## src/rtl/seq_count_var_updn.sv

```systemverilog
// rtl/seq_count_var_updn.sv - loadable up/down counter with enable, terminal-count flag and saturate/wrap mode
module seq_count_var_updn #(
  parameter int NBITS    = 3,
  parameter bit SATURATE = 1'b1
) (
  input  logic             clk,
  input  logic             reset,
  input  logic             ld,
  input  logic [NBITS-1:0] in_,
  input  logic             en,
  input  logic             dir,
  output logic [NBITS-1:0] out,
  output logic             done,
  output logic             wrap
);

  localparam logic [NBITS-1:0] MAX_VAL = '1;

  logic [NBITS-1:0] r_out;
  logic             r_wrap;
  logic [NBITS-1:0] w_term;
  logic             w_at_term;
  logic [NBITS-1:0] w_next_out;
  logic             w_next_wrap;

  assign w_term    = dir ? MAX_VAL : '0;
  assign w_at_term = (r_out == w_term);

  // Load beats enable; at the terminal value either hold or roll to the opposite end.
  always_comb begin
    w_next_out  = r_out;
    w_next_wrap = 1'b0;
    if (ld) begin
      w_next_out = in_;
    end else if (en) begin
      if (!w_at_term) begin
        w_next_out = dir ? (r_out + 1'b1) : (r_out - 1'b1);
      end else if (!SATURATE) begin
        w_next_out  = dir ? '0 : MAX_VAL;
        w_next_wrap = 1'b1;
      end
    end
  end

  always_ff @(posedge clk or negedge reset) begin
    if (!reset) begin
      r_out  <= '0;
      r_wrap <= 1'b0;
    end else begin
      r_out  <= w_next_out;
      r_wrap <= w_next_wrap;
    end
  end

  assign out  = r_out;
  assign wrap = r_wrap;
  assign done = w_at_term;

endmodule

```

## config.mk

```make
export PLATFORM = sky130hd
export DESIGN_NAME = seq_count_var_updn
export DESIGN_NICKNAME = d
export VERILOG_FILES = /design/src/rtl/seq_count_var_updn.sv
export SDC_FILE = /design/constraint.sdc
export NUM_CORES = 1
export LEC_CHECK = 0
export CORE_AREA = 2 2 39 41
export CTS_CLUSTER_SIZE = 25
export DETAILED_ROUTE_END_ITERATION = 10
export DIE_AREA = 0 0 41 43
export DONT_BUFFER_PORTS = 1
export HOLD_SLACK_MARGIN = 0.02
export PLACE_DENSITY = 0.36
export RECOVER_POWER = 100
export SLEW_MARGIN = 5
export SYNTH_ARGS = -nofsm -noshare
export SYNTH_HDL_FRONTEND = slang
export SYNTH_SLANG_ARGS = --single-unit
```

## constraint.sdc

```tcl
create_clock -name clk -period 2.4 [get_ports clk]
set_input_delay 0.36 -clock clk [delete_from_list [all_inputs] [get_ports clk]]
set_output_delay 0.36 -clock clk [all_outputs]
set_load 0.01 [all_outputs]
```

---- Word-level counts from Yosys, hierarchy flattened ----
Cells that the tools add are included.
cells by class
  $add $sub $neg .......................... 2
  equality and inequality tests ........... 2
  mux-type cells .......................... 5
  reductions and logical operators ........ 2
operators with widths
  kind                                                                 number
  3-bit 2-to-1 mux                                                     5
  3-bit by 1-bit adder with 3-bit output (second input constant)       1
  3-bit equality test                                                  1
  3-bit by 1-bit subtractor with 3-bit output (second input constant)  1
  2-bit inequality test (second input constant)                        1
  2-bit AND reduction                                                  1
  2-bit nonzero test                                                   1
word-level totals
  bits in registers ....................... 3
  input bits .............................. 8

---- Depth between registers and ports, before layout ----
  depth after elaboration ................. 5
  mapped depth ............................ 5
  mapped depth without buffers ............ 5

---- Worst setup path after synthesis ----
Ideal clock, no wire load.
  path type ............................... register to register
  start point ............................. register r_out[1], in the netlist out[1]
  end point ............................... register r_out[1], in the netlist out[1]
  arrival ................................. 1,590 ps
  required time ........................... 2,278 ps
  path slack .............................. 688 ps
  stages on the path, launching flop included .. 5
  buffers on the path ..................... 0
  clock period less this slack ............ 1,712 ps
  cells stage by stage .................... dfrtp_1 ha_1 or4b_4 a41o_1 a2bb2oi_1
on the way
  cells in the longest elaborated chain, start to end .. 5
RTL lines
  item                                                                                                          RTL line  source
  from (decl)                                                                                                   19        logic [NBITS-1:0] r_out;
  from (signal assigned)                                                                                        50        r_out <= w_next_out;
  3-bit by 1-bit subtractor with 3-bit output / 3-bit by 1-bit adder with 3-bit output (equally long branches)  37        w_next_out = dir ? (r_out + 1'b1) : (r_out - 1'b1);
  3-bit 2-to-1 mux                                                                                              37
  3-bit 2-to-1 mux                                                                                              36        if (!w_at_term) begin
  3-bit 2-to-1 mux                                                                                              35        end else if (en) begin
  3-bit 2-to-1 mux                                                                                              33        if (ld) begin
Several ways; a longest one is shown, not always the timed one. The select of a mux whose other input is x is not followed.
A chain may end at the register's enable or synchronous reset.

---- Final worst setup path ----
  start point ............................. register r_out[1], in the netlist out[1]
  end point ............................... output port done
on the way
  cells in the longest elaborated chain, start to end .. 1
RTL lines
  item                 RTL line  source
  3-bit equality test  27        assign w_at_term = (r_out == w_term);
  to (decl)            13        output logic done,
Every way passes these cells.

==> impl_metrics.py <==
metrics = {
    "timing": {
        "rsz0062_at_grt": "false",
        "hold_slack_ns": 0.2227,
        "hold_viol_final": 0,
        "setup_ws_ns": 0.3111,
        "finalSetupViolCount": 0,
        "period_minus_slack_ns": 2.089,
        "post-route-period-util": 0.8704,
        "drv_slew": 0,
        "fmax_mhz": 478.7,
        "skew_ns": 0.002945,
        "tns_ns": 0,
    },
    "die": {
        "ios": 13,
        "die_x_um": 41,
        "die_h_um": 43,
        "die_area_um2": 1763,
        "fp-row-count": 14,
        "initial_core_util": 0.2052,
        "core_area_um2": 1384,
    },
    "place": {
        "place_congestion": 0.6174,
        "dp.cells": 47,
        "post-place-ws_ns": 0.5959,
        "dpl_cell_area_um2": 291.5,
        "io_buffers": 0,
    },
    "setup_path": {
        "path_class": "reg2out",
        "regToRegSetupSlack_ns": 0.53,
        "crit_chain": "ha_1 > or4b_1 > nand2_1",
        "arrival_ns": 1.73,
        "start_kind": "register",
        "worst_path_max_delay_cell": "or4b_1",
        "critPathRequiredTime_ns": 2.04,
        "timing.rr.start": "out[1]",
        "cp-end-kind": "primary output",
        "slowest_delay_ns": 0.54,
        "rr_endpoint": "out[1]",
        "crit_path_max_fanout": 4,
        "rr_worst_depth": 4,
    },
    "detailed_routing": {
        "via_count": 253,
        "viasPerCell": 4.865,
        "wl_per_cell_um": 12.90,
        "routed_wl_um": 671,
        "ant_nets": 0,
        "drt_iter0_markers": 2,
        "dr.pass1.iters": 4,
        "drc": 0,
    },
    "logic_synthesis": {
        "syn_inst": 33,
        "synth_nets": 43,
        "ys_seq_elements": 3,
        "yosysWarnings": 0,
        "synth_cell_type_count": 22,
        "syn_avg_cell_area_um2": 8.607,
        "ys_seq_area_frac": 0.2643,
        "netlist_area_um2": 284.0,
    },
    "power_and_ir_drop": {
        "p_int_mw": 0.1490,
        "clkPwrFrac": 0.396,
        "switchingPower_mw": 0.07106,
        "power_density_nw_per_um2": 679.1,
        "peakVddDrop_mv": 0.1531,
        "power_frac_seq": 0.362,
        "p_leak_nw": 0.1421,
        "p_sw_frac": 0.3229,
        "combPwrFrac": 0.242,
    },
    "clock_network": {
        "post_cts_buffers": 0,
        "cts_inserted_buffers": 3,
        "htreeDepth": 1,
        "clk_path_buf_depth": 2,
        "cts_tree": "built",
        "root_buffer": "clkbuf_4",
        "clk_latency_ns": 0.23,
        "clock_sinks": 3,
        "clk_pin_slew_ns": 0.04,
    },
    "global_route": {
        "grt_pass1_vias": 249,
        "grt.overflow.total": 0,
        "grt_pass1_wl_mm": 1.131,
        "grt_antenna_before_repair": 0,
        "grt_max_degree": 10,
        "grt.total_usage": 0.09749,
    },
    "run": {
        "max_cap_viol_count": 0,
    },
    "cells_and_area": {
        "nets": 47,
        "seq_area_um2": 75.07,
        "nFillCells": 157,
        "final_area_um2": 324.1,
        "instances_no_fill": 52,
        "drive_above_1_share": 0.1389,
        "largest_reg_flops": 3,
        "synthToLayoutAreaGrowth_pct": 14.10,
        "multi_input_area_um2": 177.7,
        "n_antenna_cell": 0,
    },
    "hold_path": {
        "hp-class": "in2reg",
        "holdPathEnd": "out[1]",
        "whs_path_depth": 1,
        "worstHoldStart": "ld",
    },
    "status": {
        "status": "completed",
    },
}
layout by cell type (no fill, tap or decap):
cell type / count
dfrtp_1: 3
dlygate4sd3_1: 1
or3_1: 1
conb_1: 1
or3b_2: 2
o311ai_0: 1
o41ai_1: 1
a41o_1: 1
or4b_1: 1
nand3b_1: 1
nand4_1: 2
ha_1: 1
xnor2_1: 1
inv_1: 4
nor2_1: 1
clkbuf_1: 1
fa_1: 1
a31oi_1: 1
nand2_1: 4
nor3b_1: 1
a21oi_1: 2
a2bb2oi_1: 1
clkbuf_4: 3
worst max path at each step:
stage,from,to,slack [ns],depth (start not counted)
after detailed placement,out[1],out[1],0.60,4
after global routing,out[1],done,0.21,3
after global placement,out[1],out[1],0.61,4
after floorplan,out[1],out[1],0.69,4
final,out[1],done,0.31,3
after CTS,out[1],done,0.36,3
power groups by stage:
stage | Clock [mW] | Combinational, mW | Sequential, mW
floorplan | 0 | 0.0487 | 0.0754
global placement | 0 | 0.0523 | 0.0810
detailed placement | 0 | 0.0523 | 0.0811
CTS | 0.0904 | 0.0548 | 0.0805
global route | 0.0997 | 0.0627 | 0.0828
finish | 0.0872 | 0.0532 | 0.0797
logic make-up (layout without fill, tap and decap cells):
group,count (synthesis),count (layout),synth area share
other,1,1,0.01320
buffers and inverters,6,9,0.09689
xor gates and xnor gates,1,1,0.03084
adders and majority gates,2,2,0.1145
AOI/OAI and AO/OA,7,7,0.1851
DFF,3,3,0.2643
and+or+nand+nor,13,13,0.2952
metrics by stage:
step / power, mW / util
final: 0.2201 / 0.2342
after global routing: 0.2452 / 0.2342
after CTS: 0.2258 / 0.2369
after detailed placement: 0.1335 / 0.2107
after global placement: 0.1333 / 0.2107
after floorplan: 0.1240 / -
cell usage after synthesis (all sizes together):
library cell  instances  area [µm²]
ha                    1       12.51
buf                   2       12.51
or3                   1       6.260
fa                    1       20.02
o311ai                1       8.760
or3b                  2       17.52
a31oi                 1       6.260
nand3b                1       7.510
nand4                 2       12.51
nor2                  1       3.750
nor3b                 1       7.510
o41ai                 1       8.760
dfrtp                 3       75.07
or4b                  1       13.76
inv                   4       15.01
conb                  1       3.750
xnor2                 1       8.760
a41o                  1       10.01
a21oi                 2       10.01
a2bb2oi               1       8.760
nand2                 4       15.01
repair_timing:
action,in CTS,in global routing
hold endpoints to repair,3,0
hold buffers,1,0
setup endpoints to repair,0,0
resized for setup,0,0
per-layer routing:
metal	vias to the layer above	part of all wire	track usage
met5	-	0	0
met4	0	0.025	0.06000
met3	2	0.077	0.03141
met2	12	0.47	0.1438
met1	116	0.42	0.1161
li1	123	-	-
worst max-delay path, delay by kind of cell, from the launching register on:
| family | cells | cell delay [ns] |
|---|---|---|
| AND/OR/NAND/NOR | 2 | 0.69 |
| flip-flops | 1 | 0.44 |
| adder cells (fa/ha/maj) | 1 | 0.36 |
layout make-up:
class                      count  share of cell area
clock buffer                   4             0.08108
inverter                       4             0.04633
multi-input combinational     24              0.5483
sequential                     3              0.2317
tap                           16             0.06178
timing repair buffer           1             0.03089
(Power assumes the default switching activity.)
